===== src/rtl/ctrl_rx.sv =====
// Serial command deserializer: recovers start/data/stop framed words from the
// sys_ctrl line(s) and presents them on a valid/ready interface.
module ctrl_rx #(
    parameter int unsigned LENGTH = 32,
    parameter int unsigned LINES  = 1
) (
    input  logic              clk,
    input  logic              rst,
    input  logic [LINES-1:0]  d,
    output logic [LENGTH-1:0] data_out,
    output logic              valid,
    input  logic              ready,
    output logic              busy,
    output logic              err_frame,
    output logic              err_overflow
);

    localparam int unsigned NumCycles = LENGTH / LINES;
    localparam int unsigned BitCntW   = $clog2(NumCycles + 1);
    localparam int unsigned SyncCntW  = $clog2(NumCycles + 3);
    localparam logic [SyncCntW-1:0] SyncMax  = SyncCntW'(NumCycles + 2);
    localparam logic [BitCntW-1:0]  LastData = BitCntW'(NumCycles - 1);

    typedef enum logic [1:0] {StSync, StIdle, StData, StStop} state_e;

    state_e              state_q, state_d;
    logic [LINES-1:0]    d_q;
    logic [BitCntW-1:0]  bit_cnt_q, bit_cnt_d;
    logic [SyncCntW-1:0] sync_cnt_q, sync_cnt_d;
    logic [LENGTH-1:0]   shift_q, shift_d;
    logic [LENGTH-1:0]   data_q, data_d;
    logic                valid_q, valid_d;
    logic                busy_q, busy_d;
    logic                err_frame_q, err_frame_d;
    logic                err_overflow_q, err_overflow_d;
    logic                word_done;
    logic                frame_bad;

    always_comb begin
        state_d    = state_q;
        bit_cnt_d  = bit_cnt_q;
        sync_cnt_d = sync_cnt_q;
        shift_d    = shift_q;
        word_done  = 1'b0;
        frame_bad  = 1'b0;
        unique case (state_q)
            StSync: begin
                if (d_q[0]) begin
                    sync_cnt_d = '0;
                end else begin
                    // Saturating count of consecutive idle cycles.
                    sync_cnt_d = (sync_cnt_q == SyncMax) ? sync_cnt_q
                                                         : sync_cnt_q + SyncCntW'(1);
                    if (sync_cnt_d == SyncMax) begin
                        state_d    = StIdle;
                        sync_cnt_d = '0;
                    end
                end
            end
            StIdle: begin
                if (d_q[0]) begin
                    state_d   = StData;
                    bit_cnt_d = '0;
                end
            end
            StData: begin
                shift_d   = (shift_q << LINES) | LENGTH'(d_q);
                bit_cnt_d = bit_cnt_q + BitCntW'(1);
                if (bit_cnt_q == LastData) begin
                    state_d = StStop;
                end
            end
            StStop: begin
                if (!d_q[0]) begin
                    word_done = 1'b1;
                    state_d   = StIdle;
                end else begin
                    frame_bad = 1'b1;
                    state_d   = StSync;
                end
            end
            default: state_d = StSync;
        endcase
    end

    // A finished word is dropped, not queued, when the consumer is stalled.
    always_comb begin
        data_d         = data_q;
        valid_d        = valid_q;
        err_frame_d    = frame_bad;
        err_overflow_d = 1'b0;
        if (word_done) begin
            if (!valid_q || ready) begin
                data_d  = shift_q;
                valid_d = 1'b1;
            end else begin
                err_overflow_d = 1'b1;
            end
        end else if (valid_q && ready) begin
            valid_d = 1'b0;
        end
        busy_d = (state_d == StData) || (state_d == StStop);
    end

    always_ff @(posedge clk or posedge rst) begin
        if (rst) begin
            state_q        <= StSync;
            d_q            <= '0;
            bit_cnt_q      <= '0;
            sync_cnt_q     <= '0;
            shift_q        <= '0;
            data_q         <= '0;
            valid_q        <= 1'b0;
            busy_q         <= 1'b0;
            err_frame_q    <= 1'b0;
            err_overflow_q <= 1'b0;
        end else begin
            state_q        <= state_d;
            d_q            <= d;
            bit_cnt_q      <= bit_cnt_d;
            sync_cnt_q     <= sync_cnt_d;
            shift_q        <= shift_d;
            data_q         <= data_d;
            valid_q        <= valid_d;
            busy_q         <= busy_d;
            err_frame_q    <= err_frame_d;
            err_overflow_q <= err_overflow_d;
        end
    end

    assign data_out     = data_q;
    assign valid        = valid_q;
    assign busy         = busy_q;
    assign err_frame    = err_frame_q;
    assign err_overflow = err_overflow_q;

endmodule


===== config.mk =====
export PLATFORM = sky130hd
export DESIGN_NAME = ctrl_rx
export DESIGN_NICKNAME = d
export VERILOG_FILES = /design/src/rtl/ctrl_rx.sv
export SDC_FILE = /design/constraint.sdc
export NUM_CORES = 1
export LEC_CHECK = 0
export BUFFER_PORTS_ARGS = -buffer_cell sky130_fd_sc_hd__buf_4
export CAP_MARGIN = 40
export CORE_ASPECT_RATIO = 0.75
export CORE_MARGIN = 1.5
export CORE_UTILIZATION = 47
export CTS_BUF_LIST = sky130_fd_sc_hd__clkbuf_2
export CTS_CLUSTER_DIAMETER = 40
export DETAILED_ROUTE_END_ITERATION = 8
export MAX_ROUTING_LAYER = met4
export PLACE_DENSITY_LB_ADDON = 0.1
export SKIP_LAST_GASP = 1
export SLEW_MARGIN = 5
export SYNTH_ARGS = -nofsm -noshare
export SYNTH_HDL_FRONTEND = slang
export SYNTH_SLANG_ARGS = --single-unit

===== constraint.sdc =====
create_clock -name clk -period 2.2 [get_ports clk]
set_input_delay 0.22 -clock clk [delete_from_list [all_inputs] [get_ports clk]]
set_output_delay 0.22 -clock clk [all_outputs]
set_load 0.02 [all_outputs]

Word level (Yosys, flattened, before mapping)
Cells that the tools add are included.
{ "word_totals": {"ff_bits": 83, "input_bits": 4, "out_inout_bits": 36} }
{ "op_classes": {"n_addsub": 2, "n_eq_ne": 10, "mux": 20, "bitwise_logic": 1, "n_reduce_logical": 10} }
{ "op_table": {"columns": ["operator", "count"], "rows": [
  ["OR 32 x 1 -> 32 bit", 1],
  ["two-way mux 6 bit", 4],
  ["adder 6 x 1 -> 6 bit, second input constant", 2],
  ["== test 6 bit, second input constant", 2],
  ["case mux 6 bit (2 select lines)", 1],
  ["two-way mux 1 bit", 10],
  ["== test 2 bit, second input constant", 4],
  ["two-way mux 2 bit", 4],
  ["case mux 2 bit (4 select lines)", 1],
  ["== test 6 x 5 -> 1 bit, second input constant", 1],
  ["AND reduction 2 bit", 3],
  ["nonzero test 2 bit", 2],
  ["== test 2 x 1 -> 1 bit, second input constant", 1],
  ["zero test 2 bit", 1],
  ["logical OR 1 bit", 2],
  ["inequality test 2 x 1 -> 1 bit, second input constant", 1],
  ["inequality test 2 bit, second input constant", 1],
  ["logical AND 1 bit", 1],
  ["zero test 1 bit", 1]
]} }

Logic depth before layout (Yosys ltp)
{ "logic_depth": {"ltp_word": 8, "ltp_mapped": 6, "mapped_depth_nobuf": 6} }

Worst setup path after synthesis
OpenSTA, ideal clock, no wires.
{ "synth_timing": {"path_kind": "flip-flop to flip-flop", "start": "register sync_cnt_q[0]", "end": "register sync_cnt_q[1]", "setup_ns": 0.134, "t_arrival_ns": 1.508, "required_time_ns": 2.066, "path_slack_ns": 0.558, "path_stages_with_launch": 7, "path_buffers": 1, "path_cell_list": "dfrtp_1 ha_1 clkbuf_1 and2_1 a21oi_1 a2111oi_4 a31oi_1"} }
{ "synth_via": {"elab_chain_cells": 5} }
{ "synth_rtl": {"columns": ["element", "line", "source"], "rows": [
  ["start, declared", "29", "logic [SyncCntW-1:0] sync_cnt_q, sync_cnt_d;"],
  ["start signal, assigned", "121", "sync_cnt_q <= sync_cnt_d;"],
  ["adder 6 x 1 -> 6 bit or == test 6 bit (tied branches)", "53, 52", null],
  ["two-way mux 6 bit *", "52", "sync_cnt_d = (sync_cnt_q == SyncMax) ? sync_cnt_q"],
  ["== test 6 bit", "54", "if (sync_cnt_d == SyncMax) begin"],
  ["two-way mux 6 bit *", "54", null],
  ["two-way mux 6 bit *", "48", "if (d_q[0]) begin"]
]} }
Every way passes the cells marked *; elsewhere a longest branch is shown, timed or not.
A chain may end at the register's enable or synchronous reset.

Worst setup path in the final report
{ "layout_timing": {"start": "register sync_cnt_q[0]", "end": "register state_q[0]"} }
{ "layout_via": {"elab_chain_cells": 6} }
{ "layout_rtl": {"columns": ["element", "line", "source"], "rows": [
  ["adder 6 x 1 -> 6 bit or == test 6 bit (tied branches)", "53, 52", null],
  ["two-way mux 6 bit *", "52", null],
  ["== test 6 bit *", "54", null],
  ["two-way mux 2 bit *", "54", null],
  ["two-way mux 2 bit *", "48", null],
  ["case mux 2 bit (4 select lines) *", "46", "unique case (state_q)"],
  ["via state_d[0]", "26", "state_e state_q, state_d;"],
  ["end signal, assigned", "107", "state_q <= StSync;"],
  ["end signal, assigned", "118", "state_q <= state_d;"],
  ["end, declared", "26", null]
]} }
The timed path passes the listed nets; every way through them passes the cells marked *.

==> impl_results.rst <==
.. list-table::
   :header-rows: 1

   * - Metric
     - Value
   * - Status
     - finished clean
   * - Largest stage delay, worst path
     - 0.51 ns
   * - Congestion Overflow GR
     - 0
   * - Clock transition at the registers of the reported paths
     - 0.22 ns
   * - Routed WL per cell
     - 13.1 um
   * - Setup repair after global routing missed its margin
     - no
   * - Core Rows
     - 26
   * - Pin count of the biggest net entering global routing
     - 33
   * - Synth top area cells
     - sky130_fd_sc_hd__dfrtp_1 (61%), sky130_fd_sc_hd__nand2_1 (12%), sky130_fd_sc_hd__mux2_1 (11%)
   * - Effective utilization at floorplan
     - 49.3%
   * - Area overhead of the layout relative to synthesis
     - 16.0%
   * - Insertion delay to the later sink of the worst-skew pair
     - 0.51 ns
   * - Leakage component of the power
     - 2.14 nW
   * - Worst-case setup margin in the final layout
     - 0.374 ns
   * - Global-route wire length before repair
     - 10,400 um
   * - Maximum clock frequency
     - 548 MHz
   * - Detailed-route vias per instance
     - 4.94
   * - Buffer type at the clock tree root
     - sky130_fd_sc_hd__clkbuf_2
   * - Maximum clock skew at final layout
     - 0.0191 ns
   * - Syn Area/Cell
     - 11.0 um2
   * - Switching Fraction
     - 24.7%
   * - Data required time of the worst path
     - 2.65 ns
   * - Clock share of power
     - 27.8%
   * - Startpoint types
     - register
   * - 1st-pass router iterations
     - 4
   * - Layout fillers
     - 631
   * - Number of buffers added by the clock tree synthesis step
     - 9
   * - Final setup violating endpoints
     - 0
   * - Combinational cell fraction of total power
     - 3.5%
   * - Total nets after synthesis
     - 316
   * - Vias in the first global route
     - 2,198
   * - Final period utilization
     - 83.0%
   * - Number of antenna violations at the first check in global routing
     - 0
   * - Actual slew at the worst max-slew pin
     - 0.623 ns
   * - Cell-internal power
     - 1.69 mW
   * - Fin. max-slew vios
     - 0
   * - Floorplan die width
     - 101 um
   * - Tmin final
     - 1.83 ns
   * - Worst-path maximum fanout
     - 7
   * - Worst Hold Margin
     - 0.310 ns
   * - Netlist cell types
     - 35
   * - Remaining antenna violation count
     - 0
   * - Arrival time of the worst setup path
     - 2.28 ns
   * - Buffers added on ports
     - 39
   * - CTS sink count
     - 83
   * - CTS tree
     - built
   * - Remaining DRCs
     - 0
   * - Post-CTS Setup Repair Bufs
     - 0
   * - Max-capacitance violation count
     - 0
   * - # placed instances
     - 437
   * - Flops & latches, synth
     - 83
   * - Synth top cells by count
     - sky130_fd_sc_hd__nand2_1 (106), sky130_fd_sc_hd__dfrtp_1 (83), sky130_fd_sc_hd__mux2_1 (32)
   * - Pwr per Cell Area
     - 570 nW/um2
   * - Crit path kind
     - register to register
   * - Post-synthesis instance total
     - 309
   * - Netlist Area Pre-Place
     - 3400 um2
   * - Asr flop ratio synth
     - 100%
   * - Post-synth top area share
     - 61.1%
   * - Iter 0 DRT Violations
     - 109
   * - Post-CTS Resized
     - 0
   * - Yosys warning total
     - 0
   * - Largest area contributor in the netlist
     - sky130_fd_sc_hd__dfrtp_1
   * - Sequential power share
     - 68.7%
   * - Total number of vias
     - 2,254
   * - Slowest cell on the critical path
     - sky130_fd_sc_hd__dfrtp_1
   * - Number of enable-type register cells in the synthesized netlist
     - 0
   * - Core Footprint
     - 6900 um2
   * - Fraction of the core area covered by cells at the end of the flow
     - 57.1%
   * - Most frequently used cell type in the post-synthesis netlist
     - sky130_fd_sc_hd__nand2_1
   * - Number of placed I/O pins
     - 40
   * - Diode count
     - 0
   * - Fraction of final layout cells sized beyond drive strength 1
     - 18.2%
   * - Setup Slack @ Placement
     - 0.407 ns
   * - DPL Wire Length
     - 3870 um
   * - Count of final hold-check violations
     - 0
   * - Weighted congestion at the end of routability-driven global placement
     - 0.876
   * - Post-route setup TNS
     - 0 ns
   * - Worst relative slew slack
     - 58.4%
   * - Total global-route track usage
     - 17.9%
   * - Die height
     - 76.6 um
   * - Maximum ir drop on the vdd rail
     - 0.000353 V
   * - Synth Flop Type
     - sky130_fd_sc_hd__dfrtp_1
   * - Fin cells
     - 456
   * - H-tree Lvls
     - 3
   * - CTS max path bufs
     - 2
   * - Full die area
     - 7750 um2
   * - Share of synthesized area occupied by flip-flops and latches
     - 61.1%
   * - Switching power
     - 0.555 mW
   * - Worst min-delay path category
     - input pin to asynchronous set/reset pin
   * - Series of cell instances along the critical path
     - inv_1 -> ha_1 -> nand4bb_4 -> o21a_1 -> a2111oi_4 -> a31o_1
   * - Type of element capturing the critical path
     - register
   * - Final wirelength
     - 5980 um
   * - Number of nets in the final layout
     - 360
## power groups by stage
| stage | logic, mW | clock network, mW | registers (mW) |
|---|---|---|---|
| 3_3_place_gp | 0.0753 | 0 | 1.57 |
| 6_report | 0.0782 | 0.625 | 1.54 |
| 2_1_floorplan | 0.0535 | 0 | 1.57 |
| 4_1_cts | 0.0808 | 0.665 | 1.54 |
| 5_1_grt | 0.0897 | 0.713 | 1.55 |
| 3_5_place_dp | 0.0765 | 0 | 1.57 |
## cell families after synthesis
logic type	count (synthesis)	share of synthesized area (%)
XOR/XNOR	3	0.773
AO/OA/AOI/OAI	29	5.89
adder cells (fa/ha/maj)	3	1.10
multiplexers	34	11.2
buffers and inverters	22	3.06
flip-flops	83	61.1
AND/OR/NAND/NOR	135	16.9
## routing by layer
metal / GRT usage (%) / share of wire [%] / up-vias
li1: - / - / 1111
met1: 23.6 / 51 / 1084
met2: 26.8 / 44 / 52
met3: 4.95 / 4.1 / 7
met4: 5.83 / 1.2 / 0
met5: - / 0 / -
## path summary, 6_finish.rpt
path                               start  slack, ns  cells past startpoint      endpoint
max                        sync_cnt_q[0]       0.37                      6    state_q[0]
min                                  rst       0.31                      3  data_out[19]
max reg2reg                sync_cnt_q[0]       0.37                      6    state_q[0]
min reg2reg                  shift_q[31]       0.51                      2   shift_q[31]
max in group asynchronous            rst       1.14                      4   data_out[7]
min in group clk                       d       0.36                      2           d_q
## worst max-delay path, delay by kind of cell, from the launching register on
kind            cells  cell delay, ns
flops               1            0.51
buf+inv             1            0.12
compound gates      3            0.79
fa+ha+maj           1            0.21
simple gates        1            0.14
## area by class of cell
type | count | area [um2] | area share (%)
clock inverters | 7 | 35.0 | 0.889
well taps | 98 | 123 | 3.11
flip-flops and latches | 83 | 2080 | 52.7
clock buffers | 9 | 45.0 | 1.14
inverters | 4 | 18.8 | 0.476
repair buffers | 51 | 415 | 10.5
multi-input cells | 204 | 1230 | 31.1
## cell usage in the layout, fill, tap and decap left out, drive strengths merged, types with 4 or more instances in the layout
cell type and count:
dfrtp 83, nor2 9, o21ai 14, mux2 32, nand2 106, buf 48, clkbuf 9, nand3 4
clkinv 5
## state kept, by name, indices dropped and copies added (netlist names)
register	flops
err_frame	1
state_q	2
err_overflow	1
valid	1
data_out	32
busy	1
bit_cnt_q	6
sync_cnt_q	6
shift_q	32
d_q	1
## per-stage QoR
step | instance area (um2) | power, mW
finish | 3940 | 2.25
global route | 3940 | 2.35
CTS | 3940 | 2.29
detailed placement | 3830 | 1.65
global placement | 3830 | 1.64
floorplan | 3400 | 1.62
## timing repair
| action | in CTS | in global routing |
|---|---|---|
| hold buffers | 3 | 0 |
| endpoints found under the hold margin | 29 | 0 |
| setup endpoints to repair | 0 | 0 |
(Power assumes the default switching activity.)
